==> src/rtl/fetch_queue.sv <==
// Instruction prefetch queue: streams sequential word fetches from a 1-cycle imem into a
// DEPTH-entry FIFO feeding IF/ID. Define FETCHQ_BYPASS_EN to let a response reach an empty queue's outputs directly.
module fetch_queue #(
  parameter int          DEPTH    = 4,
  parameter logic [31:0] RESET_PC = 32'h0
) (
  input  logic                     CLK,
  input  logic                     RST,
  input  logic                     redirect,
  input  logic [31:0]              redirect_pc,
  input  logic                     halt_in,
  output logic                     imem_req,
  output logic [31:0]              imem_addr,
  input  logic [31:0]              imem_rdata,
  input  logic                     deq_ready,
  output logic                     deq_valid,
  output logic [31:0]              pc_out,
  output logic [31:0]              pc4_out,
  output logic [31:0]              instr_out,
  output logic [$clog2(DEPTH):0]   count
);

  localparam int AW = $clog2(DEPTH);
  localparam logic [AW:0] DEPTH_C = (AW+1)'(DEPTH);

  logic [31:0]   fetch_pc;
  logic [31:0]   inflight_pc;
  logic          inflight;
  logic          squash;
  logic          halt_q;

  logic [31:0]   pc_mem    [DEPTH];
  logic [31:0]   instr_mem [DEPTH];
  logic [AW-1:0] rd_ptr;
  logic [AW-1:0] wr_ptr;
  logic [AW:0]   cnt;

  logic          halted;
  logic          issue;
  logic          resp_valid;
  logic          empty;
  logic          bypass_hit;
  logic          show;
  logic          push;
  logic          pop;
  logic [31:0]   head_pc;
  logic [31:0]   head_instr;

  // Issue credit counts the outstanding read, so its response always finds a free slot.
  assign halted     = halt_q | halt_in;
  assign issue      = !RST && !halted && ((cnt + (AW+1)'(inflight)) < DEPTH_C);
  assign resp_valid = inflight && !squash;
  assign empty      = (cnt == '0);

`ifdef FETCHQ_BYPASS_EN
  assign bypass_hit = resp_valid && empty;
`else
  assign bypass_hit = 1'b0;
`endif

  assign show      = !empty || bypass_hit;
  assign deq_valid = show && !redirect;
  assign pop       = deq_valid && deq_ready && !empty;
  // A bypassed response that is consumed in the same cycle never touches storage.
  assign push      = resp_valid && !redirect && !(bypass_hit && deq_ready);

  always_comb begin
    // NOTE: every always_comb output gets a default first so no path leaves it unassigned (no latch).
    head_pc    = '0;
    head_instr = '0;
    if (!empty) begin
      head_pc    = pc_mem[rd_ptr];
      head_instr = instr_mem[rd_ptr];
    end else if (bypass_hit) begin
      head_pc    = inflight_pc;
      head_instr = imem_rdata;
    end
  end

  assign pc_out    = head_pc;
  assign instr_out = head_instr;
  assign pc4_out   = show ? head_pc + 32'd4 : 32'd0;
  assign imem_req  = issue;
  assign imem_addr = fetch_pc;
  assign count     = cnt;

  // NOTE: sequential state uses non-blocking assignments so every register samples pre-edge values.
  always_ff @(posedge CLK or posedge RST) begin
    if (RST) begin
      fetch_pc    <= RESET_PC;
      inflight    <= 1'b0;
      inflight_pc <= '0;
      squash      <= 1'b0;
      halt_q      <= 1'b0;
      rd_ptr      <= '0;
      wr_ptr      <= '0;
      cnt         <= '0;
    end else begin
      halt_q   <= halt_q | halt_in;
      inflight <= issue;
      squash   <= redirect;
      if (issue) inflight_pc <= fetch_pc;

      if (redirect) begin
        fetch_pc <= {redirect_pc[31:2], 2'b00};
        rd_ptr   <= '0;
        wr_ptr   <= '0;
        cnt      <= '0;
      end else begin
        if (issue) fetch_pc <= fetch_pc + 32'd4;
        if (push)  wr_ptr   <= wr_ptr + AW'(1);
        if (pop)   rd_ptr   <= rd_ptr + AW'(1);
        cnt <= cnt + (AW+1)'(push) - (AW+1)'(pop);
      end
    end
  end

  // NOTE: storage is not reset; slots are only read while count covers them, and outputs are zeroed when empty.
  always_ff @(posedge CLK) begin
    if (push) begin
      pc_mem[wr_ptr]    <= inflight_pc;
      instr_mem[wr_ptr] <= imem_rdata;
    end
  end

endmodule

==> config.mk <==
export PLATFORM = sky130hd
export DESIGN_NAME = fetch_queue
export DESIGN_NICKNAME = d
export VERILOG_FILES = /design/src/rtl/fetch_queue.sv
export SDC_FILE = /design/constraint.sdc
export NUM_CORES = 1
export LEC_CHECK = 0
export ABC_CLOCK_PERIOD_IN_PS = 8660
export CORE_ASPECT_RATIO = 1.4
export CORE_MARGIN = 8
export CORE_UTILIZATION = 55
export DETAILED_ROUTE_END_ITERATION = 10
export GPL_TIMING_DRIVEN = 0
export PLACE_DENSITY_LB_ADDON = 0.12
export SYNTH_ARGS = -nofsm -noshare
export SYNTH_HDL_FRONTEND = slang
export SYNTH_SLANG_ARGS = --single-unit
export TNS_END_PERCENT = 100
==> constraint.sdc <==
create_clock -name CLK -period 8.66 [get_ports CLK]
set_clock_uncertainty 0.2 [all_clocks]
set_input_delay 1.732 -clock CLK [delete_from_list [all_inputs] [get_ports CLK]]
set_output_delay 1.732 -clock CLK [all_outputs]
set_load 0.01 [all_outputs]
# Word level (Yosys, flattened, before mapping)

Memories as Yosys holds them, arrays and structs flattened.
Index checks and enable logic that the tools add are counted.
Widths: inputs -> output; s select.

Memories: 2
Logic and storage cells: 47
Bits in writable memories: 256
Output and inout port bits: 133
Flip-flop bits (word level): 74

Memories:

| name      | words | width | rd ports | clocked after memory_dff | write ports | RTL line | RTL |
|---|---|---|---|---|---|---|---|
| instr_mem | 4     | 32    | 1        | 0                        | 1           | 33       | `logic [31:0] instr_mem [DEPTH];` |
| pc_mem    | 4     | 32    | 1        | 0                        | 1           | 32       | `logic [31:0] pc_mem [DEPTH];` |

$add $sub $neg: 7
Reductions and logical operators: 16
Magnitude comparators: 1
Bitwise gates (word level): 1
Muxes and demuxes: 12

Operators by type and width:

| operator              | count |
|---|---|
| $mux 32               | 5 |
| $add 32x3->32 const B | 2 |
| $mux 2                | 4 |
| $logic_and 1x1->1     | 7 |
| $add 3x1->3           | 2 |
| $reduce_bool 2->1     | 3 |
| $logic_not 1->1       | 5 |
| $add 2x1->2 const B   | 2 |
| $logic_not 3->1       | 1 |
| $lt 3x3->1 const B    | 1 |
| $mux 3                | 1 |
| $sub 3x1->3           | 1 |
| $mux 1                | 2 |
| $or 1x1->1            | 1 |

# Depth between registers and ports, before layout

Depth in word-level cells: 7
Depth in mapped cells: 12

# Least setup slack after synthesis

OpenSTA, ideal clock, no wires.

Kind: input -> output
From: input port halt_in
To: output port imem_req
Cell stages on the path: 4
Arrival time: 2.747 ns
Path slack: 3.981 ns
Cells stage by stage: or2_1 a211o_1 inv_1 clkbuf_1

Cells in the longest elaborated chain, start to end: 4

Ends and longest elaborated chain:

| item                           | RTL line | RTL |
|---|---|---|
| start: declaration             | 11       | `input logic halt_in,` |
| $or 1x1->1                     | 50       | `assign halted = halt_q \| halt_in;` |
| $logic_not 1->1                | 51       | `assign issue = !RST && !halted && ((cnt + (AW+1)'(inflight)) < DEPTH_C);` |
| $logic_and 1x1->1 (2 in a row) | 51       |  |
| end: declaration               | 12       | `output logic imem_req,` |

Every way passes these cells.

# Worst setup path after layout

From: register cnt[1], in the netlist count[1]
To: output port pc4_out[28]

Cells in the longest elaborated chain, start to end: 4

Ends and longest elaborated chain:

| item                     | RTL line | RTL |
|---|---|---|
| start: declaration       | 36       | `logic [AW:0] cnt;` |
| start signal: assignment | 113      | `cnt <= cnt + (AW+1)'(push) - (AW+1)'(pop);` |
| $logic_not 3->1 (*)      | 53       | `assign empty = (cnt == '0);` |
| $mux 32                  | 71       | `if (!empty) begin` |
| $add 32x3->32            | 82       | `assign pc4_out = show ? head_pc + 32'd4 : 32'd0;` |
| $mux 32 (*)              | 82       |  |
| end: declaration         | 18       | `output logic [31:0] pc4_out,` |

Every way passes the cells marked *; elsewhere a longest branch is shown, timed or not.

==> run summary <==
status -> finished, final reports clean
commonest non-fill, non-tap cells in the layout -> edfxtp_1, clkdlybuf4s50_1, nand2_1
# nets final -> 1201
reg-to-reg slack, setup -> 5170 ps
Hold WC Path Type -> reg -> reg
CP Depth -> 11
crit-path most repeated cell -> clkbuf_1
ratio of cells with drive above 1 in the final layout -> 13.35%
clock sinks -> 318
Post-CTS Resized -> 0
max_slew headroom -> 31.64%
period utilization -> 79.52%
clk_lat worst skew -> 540 ps
sequential element share of the synthesized area -> 67.42%
Hold Path Origin -> halt_q$_DFF_PP0_
Worst path slowest cell -> clkbuf_1
P_leak -> 6.000 nW
Worst path top cell family by delay -> buffers and inverters
final setup violation count -> 0
Synth warnings -> 0
DRC -> 0
worst reg2reg path endpoint -> count[2]$_DFF_PP0_
maximum vdd drop -> 0.0001528 V
Pins Over Slew Limit -> 0
# diodes -> 0
antenna violations before repair -> 0
Antenna Nets Post-Route -> 0
total number of vias -> 8066
Crit path largest cell delay -> 600 ps
DR pass1 iterations -> 5
width of the die -> 149.1 um
Syn Std Cell Area -> 13640 um2
max-cap check violation count -> 0
FP Rows -> 68
first-pass GRT wire length -> 46970 um
worst path bufs/invs -> 4
DPL Wire Length -> 21320 um
I/O pin count -> 202
final cell count without fillers -> 1461
fin util -> 69.63%
number of global-route vias before repair -> 8476
Initial Utilization -> 55.68%
most common cell after layout, fill and taps aside -> edfxtp_1
Fmax -> 145.2 MHz
CP max FO -> 10
crit-path cells -> or3_1, clkbuf_1, clkbuf_1, clkbuf_1, and2_1, ha_1, nand2_1, nor4_4, nand3_1, mux2_1, clkdlybuf4s50_1
FF-to-FF path depth -> 12
number of distinct library cells after synthesis -> 48
pre-CTS setup slack -> 2329 ps
WL per Instance -> 20.79 um
mean post-synth cell area -> 15.33 um2
Yosys top cell area share -> 54.58%
Final Hold Fails -> 0
area of the die -> 30170 um2
IO Port Bufs -> 193
Endpoint, Worst Hold -> halt_q$_DFF_PP0_
TNS Setup -> 0 ps
DRT iter0 DRCs -> 513
#FFs+latches synth -> 318
main flop type after synthesis -> edfxtp_1
Mapped Cells -> 890
Post-synth EDFFs -> 248
Yosys top cell by area -> edfxtp_1
async set-reset flop share out of synthesis -> 22.01%
hold_buf cts -> 0
CP endpoint kind -> output pin
critical path class -> reg -> out
Tot GR Track Use -> 20.06%
CP arrival -> 4950 ps
power density cells -> 244.2 nW/um2
area delta synth->final -> 25.05%
Setup Buffers After CTS -> 0
Synth area leaders -> edfxtp_1, dfrtp_1, mux4_2
placeable core area -> 24500 um2
CTS tree -> yes
CTS Buffer Depth -> 3
final RePlAce weighted congestion -> 0.7959
R2R Path Start -> count[1]$_DFF_PP0_
type of origin of the critical path -> register
RSZ-0062 raised after global routing -> false
gr ovfl total -> 0
Worst Path Required -> 6730 ps
largest net degree at the start of global routing -> 71
Worst-Margin Slew -> 1020 ps
drt total wl -> 30370 um
Num CTS Buffers -> 29
CTS H-Tree Depth -> 1
Root Buffer -> clkbuf_16
Worst-path clk slew -> 60 ps
setup ws final -> 1774 ps
placed cells -> 1407
Final Critical Period -> 6886 ps
Die H -> 202.4 um
worst hold stages -> 1
Vias/cell -> 5.521
[worst max path at each step]
stage,start,end
finish,count[1]$_DFF_PP0_,pc4_out[28]
CTS,count[1]$_DFF_PP0_,pc4_out[28]
global placement,redirect,instr_mem[1][11]$_DFFE_PP_
global route,count[1]$_DFF_PP0_,pc4_out[28]
floorplan,halt_in,imem_req
detailed placement,count[1]$_DFF_PP0_,pc4_out[28]
[state kept, by name (all words and copies together), names as in the netlist]
register     cells
count            3
halt_q           1
imem_addr       30
inflight         1
inflight_pc     30
instr_mem      128
pc_mem         120
rd_ptr           2
squash           1
wr_ptr           2
[per-stage QoR]
stage | hold WS, ps | instance area, um2 | total power [mW]
global route | 279.9 | 17060 | 4.330
floorplan | 227.1 | 13660 | 2.344
global placement | 249.7 | 15990 | 2.967
finish | 265.7 | 17060 | 4.167
detailed placement | 252.4 | 16110 | 2.976
CTS | 269.1 | 17060 | 4.211
[cell families after synthesis]
family	count (synthesis)	share of synthesized area, %
other cells	1	0.02748
mux	80	11.76
flops	318	67.42
xor+xnor	54	3.466
fa+ha+maj	9	0.8804
compound gates	42	1.715
buf+inv	64	2.558
simple gates	322	12.18
[layer usage]
layer	up-vias	routed length [um]	part of all wire [%]	global-route usage, %
li1	3724	-	-	-
met2	292	15530	51	35.21
met1	4005	12210	40	25.07
met4	0	646	2.1	5.678
met3	45	1984	6.5	3.223
met5	-	0	0	0
[area by class of cell]
| type | count | area (um2) |
|---|---|---|
| inverter | 15 | 58.81 |
| clock inverter | 14 | 111.4 |
| multi-input combinational | 513 | 4125 |
| sequential | 318 | 9199 |
| fill | 1726 | 7441 |
| tap | 315 | 394.1 |
| clock buffer | 40 | 839.6 |
| buffer | 49 | 292.8 |
| timing repair buffer | 197 | 2042 |
[power breakdown]
part	internal, mW	total [mW]	switching, mW
clock	0.711	1.24	0.528
sequential	1.67	1.71	0.0407
combinational	0.623	1.21	0.591
total	3.01	4.17	1.16
[synthesized netlist by cell type (9+ instances only)]
cell type,instances
edfxtp_1,248
nand2_1,124
and2_1,72
dfrtp_1,70
nor2_1,55
mux4_2,51
xnor2_1,38
o21ai_0,30
clkbuf_1,22
nand3_1,16
xor2_1,16
inv_1,15
buf_4,12
mux2_2,11
nor3_1,11
mux4_1,9
(Power assumes the default switching activity.)
